<file path="src/rtl/lsf_theta_scan_ctrl.sv">
// Theta-scan controller: buffers incoming hits and issues THETA_BINS theta steps per hit.
// Define LSF_HIT_FIFO_EN for a FIFO_DEPTH-entry hit buffer; otherwise a single-entry register.
module lsf_theta_scan_ctrl #(
    parameter int unsigned THETA_BINS           = 128,
    parameter int unsigned FIFO_DEPTH           = 8,
    parameter int unsigned PIPE_LAT             = 2,
    parameter int unsigned W_R                  = 22,
    parameter int unsigned W_TH                 = 7,
    parameter int unsigned HEG2SFHIT_LOCALX_LEN = 16,
    parameter int unsigned HEG2SFHIT_LOCALY_LEN = 16
) (
    input  logic                            clk,
    input  logic                            rst,
    input  logic                            hit_vld,
    output logic                            hit_rdy,
    input  logic [HEG2SFHIT_LOCALX_LEN-1:0] hit_localx,
    input  logic [HEG2SFHIT_LOCALY_LEN-1:0] hit_localy,
    input  logic [W_R-1:0]                  hit_r_offset,
    input  logic                            acc_rdy,
    output logic                            dp_hit_vld,
    output logic [HEG2SFHIT_LOCALX_LEN-1:0] dp_localx,
    output logic [HEG2SFHIT_LOCALY_LEN-1:0] dp_localy,
    output logic [W_R-1:0]                  dp_r_offset,
    output logic [W_TH-1:0]                 theta_addr,
    output logic                            tag_vld,
    output logic [W_TH-1:0]                 tag_theta,
    output logic                            scan_done,
    output logic                            busy
);

    localparam int unsigned HitW = HEG2SFHIT_LOCALX_LEN + HEG2SFHIT_LOCALY_LEN + W_R;
    localparam int unsigned DrnW = (PIPE_LAT > 1) ? $clog2(PIPE_LAT) : 1;
    localparam logic [W_TH-1:0] ThetaLast = W_TH'(THETA_BINS - 1);
    localparam logic [DrnW-1:0] DrainLast = DrnW'(PIPE_LAT - 1);

    if (PIPE_LAT < 1) begin : g_chk_lat
        $error("PIPE_LAT must be at least 1");
    end
    if (THETA_BINS < 1 || THETA_BINS > (32'd1 << W_TH)) begin : g_chk_theta
        $error("THETA_BINS must fit in W_TH address bits");
    end
    if (FIFO_DEPTH < 2 || (FIFO_DEPTH & (FIFO_DEPTH - 1)) != 0) begin : g_chk_depth
        $error("FIFO_DEPTH must be a power of two, at least 2");
    end

    typedef enum logic [1:0] {StIdle, StScan, StDrain} state_e;

    state_e            state_q, state_d;
    logic [W_TH-1:0]   theta_q, theta_d;
    logic [DrnW-1:0]   drain_q, drain_d;
    logic              rdy_en_q;
    logic [HitW-1:0]   op_q;
    logic [HitW-1:0]   hit_word;
    logic [HitW-1:0]   head_word;
    logic              buf_empty;
    logic              push;
    logic              pop;

    assign hit_word = {hit_localx, hit_localy, hit_r_offset};
    assign push     = hit_vld && hit_rdy;

    // Holds hit_rdy low until the first clock edge after reset is released.
    always_ff @(posedge clk or posedge rst) begin
        if (rst) begin
            rdy_en_q <= 1'b0;
        end else begin
            rdy_en_q <= 1'b1;
        end
    end

`ifdef LSF_HIT_FIFO_EN
    localparam int unsigned AddrW = $clog2(FIFO_DEPTH);

    logic [HitW-1:0]  mem_q [FIFO_DEPTH];
    logic [AddrW-1:0] wr_ptr_q;
    logic [AddrW-1:0] rd_ptr_q;
    logic [AddrW:0]   count_q;
    logic             buf_full;

    assign buf_empty = (count_q == '0);
    assign buf_full  = (count_q == (AddrW + 1)'(FIFO_DEPTH));
    // Ready depends only on stored occupancy, never on a same-cycle pop.
    assign hit_rdy   = rdy_en_q && !buf_full;
    assign head_word = mem_q[rd_ptr_q];

    always_ff @(posedge clk) begin
        if (push) begin
            mem_q[wr_ptr_q] <= hit_word;
        end
    end

    always_ff @(posedge clk or posedge rst) begin
        if (rst) begin
            wr_ptr_q <= '0;
            rd_ptr_q <= '0;
            count_q  <= '0;
        end else begin
            if (push) begin
                wr_ptr_q <= wr_ptr_q + AddrW'(1);
            end
            if (pop) begin
                rd_ptr_q <= rd_ptr_q + AddrW'(1);
            end
            case ({push, pop})
                2'b10:   count_q <= count_q + (AddrW + 1)'(1);
                2'b01:   count_q <= count_q - (AddrW + 1)'(1);
                default: count_q <= count_q;
            endcase
        end
    end
`else
    logic            buf_vld_q;
    logic [HitW-1:0] buf_q;

    assign buf_empty = !buf_vld_q;
    assign hit_rdy   = rdy_en_q && (state_q == StIdle) && !buf_vld_q;
    assign head_word = buf_q;

    always_ff @(posedge clk) begin
        if (push) begin
            buf_q <= hit_word;
        end
    end

    always_ff @(posedge clk or posedge rst) begin
        if (rst) begin
            buf_vld_q <= 1'b0;
        end else if (push) begin
            buf_vld_q <= 1'b1;
        end else if (pop) begin
            buf_vld_q <= 1'b0;
        end
    end
`endif

    always_comb begin
        state_d    = state_q;
        theta_d    = theta_q;
        drain_d    = drain_q;
        pop        = 1'b0;
        dp_hit_vld = 1'b0;
        unique case (state_q)
            StIdle: begin
                if (!buf_empty) begin
                    pop     = 1'b1;
                    theta_d = '0;
                    state_d = StScan;
                end
            end
            StScan: begin
                if (acc_rdy) begin
                    dp_hit_vld = 1'b1;
                    if (theta_q == ThetaLast) begin
                        theta_d = '0;
                        if (!buf_empty) begin
                            pop = 1'b1;
                        end else begin
                            drain_d = '0;
                            state_d = StDrain;
                        end
                    end else begin
                        theta_d = theta_q + W_TH'(1);
                    end
                end
            end
            StDrain: begin
                if (drain_q == DrainLast) begin
                    state_d = StIdle;
                end else begin
                    drain_d = drain_q + DrnW'(1);
                end
            end
            default: state_d = StIdle;
        endcase
    end

    always_ff @(posedge clk or posedge rst) begin
        if (rst) begin
            state_q <= StIdle;
            theta_q <= '0;
            drain_q <= '0;
            op_q    <= '0;
        end else begin
            state_q <= state_d;
            theta_q <= theta_d;
            drain_q <= drain_d;
            if (pop) begin
                op_q <= head_word;
            end
        end
    end

    // Tag pipeline mirrors the r-bin datapath latency and never stalls.
    logic [PIPE_LAT-1:0]            tag_vld_q;
    logic [PIPE_LAT-1:0][W_TH-1:0]  tag_th_q;

    always_ff @(posedge clk or posedge rst) begin
        if (rst) begin
            tag_vld_q <= '0;
            tag_th_q  <= '0;
        end else begin
            tag_vld_q[0] <= dp_hit_vld;
            tag_th_q[0]  <= theta_q;
            for (int unsigned i = 1; i < PIPE_LAT; i++) begin
                tag_vld_q[i] <= tag_vld_q[i-1];
                tag_th_q[i]  <= tag_th_q[i-1];
            end
        end
    end

    assign {dp_localx, dp_localy, dp_r_offset} = op_q;
    assign theta_addr = theta_q;
    assign scan_done  = dp_hit_vld && (theta_q == ThetaLast);
    assign busy       = (state_q != StIdle) || !buf_empty;
    assign tag_vld    = tag_vld_q[PIPE_LAT-1];
    assign tag_theta  = tag_th_q[PIPE_LAT-1];

endmodule

</file>
<file path="config.mk">
export PLATFORM = sky130hd
export DESIGN_NAME = lsf_theta_scan_ctrl
export DESIGN_NICKNAME = d
export VERILOG_FILES = /design/src/rtl/lsf_theta_scan_ctrl.sv
export SDC_FILE = /design/constraint.sdc
export NUM_CORES = 1
export LEC_CHECK = 0
export ABC_AREA = 1
export CELL_PAD_IN_SITES_DETAIL_PLACEMENT = 1
export CELL_PAD_IN_SITES_GLOBAL_PLACEMENT = 1
export CORE_MARGIN = 5
export CORE_UTILIZATION = 39
export DETAILED_ROUTE_END_ITERATION = 7
export GPL_ROUTABILITY_DRIVEN = 0
export GPL_TIMING_DRIVEN = 0
export PLACE_DENSITY_LB_ADDON = 0.1
export SETUP_SLACK_MARGIN = 0.1
export SLEW_MARGIN = 20
export SYNTH_ARGS = -nofsm -noshare
export SYNTH_HDL_FRONTEND = slang
export SYNTH_SLANG_ARGS = --single-unit
</file>
<file path="constraint.sdc">
create_clock -name clk -period 3.2 [get_ports clk]
set_input_delay 0.64 -clock clk [delete_from_list [all_inputs] [get_ports clk]]
set_output_delay 0.64 -clock clk [all_outputs]
set_load 0.01 [all_outputs]
</file>
* After elaboration in Yosys (flattened, before gate mapping)
Cells that the tools add are included.
** Storage, ports and cells
- Register bits :: 136
- Bits in latches :: 0
- Bits in writable memories :: 0
- ROM bits :: 0
- Output and inout bits :: 73
- Memories :: 0
** Operators by class
- $add $sub $neg :: 2
- Multipliers :: 0
- Div/mod/pow operators :: 0
- Order comparisons :: 0
- Eq/ne operators :: 8
- Shifts and indexed selects :: 0
- Mux-type cells :: 23
- Bitwise gates (word level) :: 0
- Reductions and logical operators :: 14
** Operators with widths (count)
- two-way mux 7 bit :: 3
- one-hot mux 7 bit (2 select lines) :: 1
- two-way mux 1 bit :: 11
- two-way mux 2 bit :: 5
- != test 2 bit, second input constant :: 5
- nonzero test 2 bit :: 4
- adder 7 x 1 -> 7 bit, second input constant :: 1
- equality test 7 bit, second input constant :: 1
- one-hot mux 2 bit (3 select lines) :: 1
- AND reduction 5 bit :: 1
- logical AND 1 bit :: 4
- one-hot mux 1 bit (2 select lines) :: 2
- AND reduction 4 bit :: 1
- AND reduction 3 bit :: 1
- equality test 2 x 1 -> 1 bit, second input constant :: 1
- equality test 2 bit, second input constant :: 1
- zero test 2 bit :: 1
- adder 1 bit, second input constant :: 1
- zero test 1 bit :: 1
- logical OR 1 bit :: 1

* Longest topological paths before layout
- Word-level depth :: 6
- Depth in mapped cells :: 8
- Mapped depth without buffers :: 8

* Worst setup path before layout
Ideal clock, no wire load.
- Path kind :: register to register
- Start :: register state_q[0]
- End :: register buf_q[0], enable pin
- Arrival :: 2098 ps
- Setup slack :: 694 ps
- Cell stages (with the launch flop) :: 6
- Path buffers :: 0
- Period minus slack after synthesis :: 2506 ps
- Path through :: dfrtp_1 nor2_1 nand2_1 nor2_1 nand2_1 inv_1
** On the way
- Cells in the longest elaborated chain, start to end :: 4
** RTL lines
- start: declaration :: RTL line 48 : state_e state_q, state_d;
- start signal: assignment :: RTL line 179 : state_q <= StIdle;
- start signal: assignment :: RTL line 184 : state_q <= state_d;
- zero test 2 bit :: RTL line 116 : assign hit_rdy = rdy_en_q && (state_q == StIdle) && !buf_vld_q;
- logical AND 1 bit (2 in a row) :: RTL line 116
- via hit_rdy :: RTL line 15 : output logic hit_rdy,
- logical AND 1 bit :: RTL line 60 : assign push = hit_vld && hit_rdy;
- via push :: RTL line 56 : logic push;
- end signal: assignment :: RTL line 121 : buf_q <= hit_word;
- end: declaration :: RTL line 113 : logic [HitW-1:0] buf_q;
The timed path passes the listed nets, and every way through them passes these cells.
A chain may end at the register's enable or synchronous reset.

* Final worst setup path
- Start :: input port acc_rdy
- End :: output port scan_done
** On the way
- Cells in the longest elaborated chain, start to end :: 3
** RTL lines
- start: declaration :: RTL line 19 : input logic acc_rdy,
- two-way mux 1 bit :: RTL line 151 : if (acc_rdy) begin
- two-way mux 1 bit :: RTL line 142 : unique case (state_q)
- logical AND 1 bit :: RTL line 213 : assign scan_done = dp_hit_vld && (theta_q == ThetaLast);
- end: declaration :: RTL line 27 : output logic scan_done,
Every way passes these cells.

==> metrics.md <==
| Metric | Value |
|---|---|
| Status | `complete, no violations` |
| Critical path depth | `6` |
| Sequential power share | `between 30% and 40%` |
| Synth top area share | `~39%` |
| Pwr dens | `922 mW/mm^2` |
| TritonCTS clock tree | `built` |
| Most common cell in the netlist | `nand2_1` |
| CP Class | `in -> out` |
| WL per Instance | `17.0 microns` |
| # resized after CTS | `0` |
| Clk pin slew, worst setup/hold paths | `0.05 ns` |
| Delay-heaviest family, CP | `buffers and inverters` |
| Setup violators final | `0` |
| ANT cells | `0` |
| CP bufs+invs | `4` |
| Slew headroom | `between 50 and 60%` |
| Sequential element share of the synthesized area | `a little over two thirds` |
| Clk sinks | `136` |
| Fill count | `approximately 1,300` |
| Sw Ratio | `31.1%` |
| Ys flop type | `dfrtp_1` |
| CP max FO | `5` |
| Worst setup margin | `just under 0.4 ns` |
| Worst-path cell chain | `clkdlybuf4s50_1 -> nand3_2 -> inv_1 -> nand2_1 -> inv_1 -> clkdlybuf4s50_1` |
| Die Y | `127 microns` |
| GRT Total Usage | `16.6%` |
| Tcrit/Tclk final | `87.6%` |
| TritonRoute pass-1 iters | `4` |
| Die Wd | `around 130 microns` |
| Initial Util | `39.8%` |
| TritonCTS buffer count | `17` |
| Row count | `42` |
| Ranking of synthesized cells by area | `dfrtp_1, edfxtp_1, nand3_2` |
| HP Start | `tag_th_q[3]` |
| Leakage | `3.30 nW` |
| R2R Setup Slk | `1.25 ns` |
| Clock insertion delay at the later pin of the skew report | `~0.4 ns` |
| CP Capture Point | `scan_done` |
| Worst hold stages | `0` |
| Clock share of power | `between 20 and 30%` |
| Largest stage delay on the critical path | `between 0.5 and 0.6 ns` |
| Post-synth top area cell | `dfrtp_1` |
| Root Buffer | `clkbuf_16` |
| Async SR Flop Fraction | `60.3%` |
| HPWL Detailed | `8740 microns` |
| Syn Area/Cell | `13.0 sq um` |
| Yosys cell types | `22` |
| Slew Limit Fails | `0` |
| Nets@finish | `616` |
| Setup crit end kind | `output pin` |
| Switching pwr | `2.14 mW` |
| GRT overflow | `0` |
| CTS Buffer Depth | `2` |
| Largest family of logic cells by synthesized area | `simple AND/OR/NAND/NOR gates` |
| Largest net degree at the start of global routing | `55` |
| R2R Path End | `buf_q[53]` |
| Post-Syn Nets | `466` |
| Crit-path slowest cell | `clkdlybuf4s50_1` |
| Seq cells post-synth | `around 140` |
| # hold bufs at CTS | `0` |
| DRT iter0 DRCs | `141` |
| Vias/cell | `between 4 and 5` |
| Worst EP required | `2.56 ns` |
| Post-Place Cells | `714` |
| Routed WL | `12,700 microns` |
| Vias in the first global route | `approximately 3,800` |
| Final Skew | `0.00605 ns` |
| Final hold slack | `0.346 ns` |
| Post-synthesis xor/xnor area fraction | `0%` |
| RSZ-0062 raised after global routing | `no` |
| Post-synthesis cell area | `0.00530 sq mm` |
| Crit path from | `acc_rdy` |
| Antenna Nets Post-Route | `0` |
| Mapped Cells | `407` |
| Remaining DRCs | `0` |
| Maximum capacitance violations | `0` |
| DIE AREA | `0.0160 sq mm` |
| Final Instance Count excl. Fillers | `roughly 750` |
| H-tree lvl count | `4` |
| Fin util | `56.1%` |
| Core area | `between 0.01 and 0.015 sq mm` |
| Fmax achieved | `357 MHz` |
| Post-CTS Setup Bufs | `0` |
| Area grow syn2layout | `40.8%` |
| WP data arrival | `2.16 ns` |
| Fraction of layout cells with a size suffix above 1 | `20.4%` |
| Max IR drop VDD | `between 0.5 and 0.6 mV` |
| Dpl ws | `0.388 ns` |
| Synthesis warning total | `0` |
| Via count | `3,469` |
| Simple-gate share of the synthesized area | `22.6%` |
| I/O Buffers | `between 100 and 150` |
| Synth Area in Compound Gates | `0.756%` |
| Reg2reg start | `state_q[1]` |
| Type of the most critical hold path | `reg -> reg` |
| Clock period minus worst slack | `2.80 ns` |
| Adder-cell share of the synthesized area | `less than 1%` |
| First-pass GRT wire length | `20,200 microns` |
| Setup crit start kind | `input pin` |
| IO Pins | `~130` |
| Combinational fraction of design power | `32.6%` |
| Post-synth EDFFs | `54` |
| Hold Violations, Final | `0` |
| Cell Int Power | `around 4.7 mW` |
| Initial antenna violation count | `1` |
| Worst slew pin tran | `0.748 ns` |
| R2R cell count | `5` |
| Most frequent cells after synthesis | `nand2_1, dfrtp_1, edfxtp_1, nand3_2, inv_1` |
| Mux cell area share after synthesis | `0%` |
-- layout by cell type (no fill, tap or decap), drive strengths merged --
cell           count
nand2            138
clkdlybuf4s50    130
dfrtp             82
nand3             65
edfxtp            54
buf               26
inv               19
clkbuf            17
nor2              11
clkinv             7
o21ai              6
bufinv             4
clkinvlp           4
a21oi              2
nand3b             2
nand4              1
ha                 1
conb               1
-- through the flow --
| step | cell area (sq um) | setup TNS, ns | power, mW |
|---|---|---|---|
| after floorplan | 5300 | 0 | 3.74 |
| after global placement | 6820 | -93.94 | 4.83 |
| after detailed placement | 6850 | 0 | 4.94 |
| after CTS | 7460 | 0 | 7.00 |
| after global routing | 7460 | 0 | 7.28 |
| final | 7460 | 0 | 6.88 |
-- layout make-up --
cell class                      instances  area (sq um)  share of cell area (%)
Sequential cell                       136          3670                    49.2
Buffer                                 25           298                    3.99
Multi-Input combinational cell        227          1250                    16.8
Inverter                               19          76.3                    1.02
Timing Repair Buffer                  131          1330                    17.8
Tap cell                              176           220                    2.95
Clock buffer                           17           425                    5.70
Clock inverter                         15           184                    2.47
-- flip-flops by register name (all words and copies together) (netlist names) --
register	count
theta_addr	7
tag_vld_q	2
tag_th_q	7
drain_q	1
tag_theta	7
op_q	54
buf_vld_q	1
rdy_en_q	1
buf_q	54
state_q	2
-- how the worst min path moves through the flow --
stage	end	slack, ns
detailed placement	tag_theta[1]	0.34
global placement	tag_theta[0]	0.33
CTS	tag_theta[3]	0.35
global route	tag_theta[3]	0.35
finish	tag_theta[3]	0.35
floorplan	tag_theta[0]	0.33
-- logic make-up after synthesis --
| family | count (synthesis) |
|---|---|
| adders and majority gates | 1 |
| and+or+nand+nor | 217 |
| DFF | 136 |
| buffers and inverters | 44 |
| AOI/OAI and AO/OA | 8 |
| other | 1 |
-- power by group through the flow --
stage          Combinational (mW)  Sequential [mW]  Clock [mW]
2_1_floorplan               0.984             2.75           0
3_3_place_gp                 2.20             2.63           0
3_5_place_dp                 2.29             2.65           0
4_1_cts                      2.31             2.63        2.06
5_1_grt                      2.45             2.68        2.14
6_report                     2.25             2.62        2.02
-- metal layers --
layer | wire length (microns) | up-vias | track usage, %
met3 | 840 | 21 | 6.26
met2 | 6390 | 95 | 27.9
met4 | 231 | 2 | 6.25
met1 | 5240 | 1718 | 19.4
met5 | 13 | - | 0
li1 | - | 1633 | -
Power figures use the tool's default switching activity.
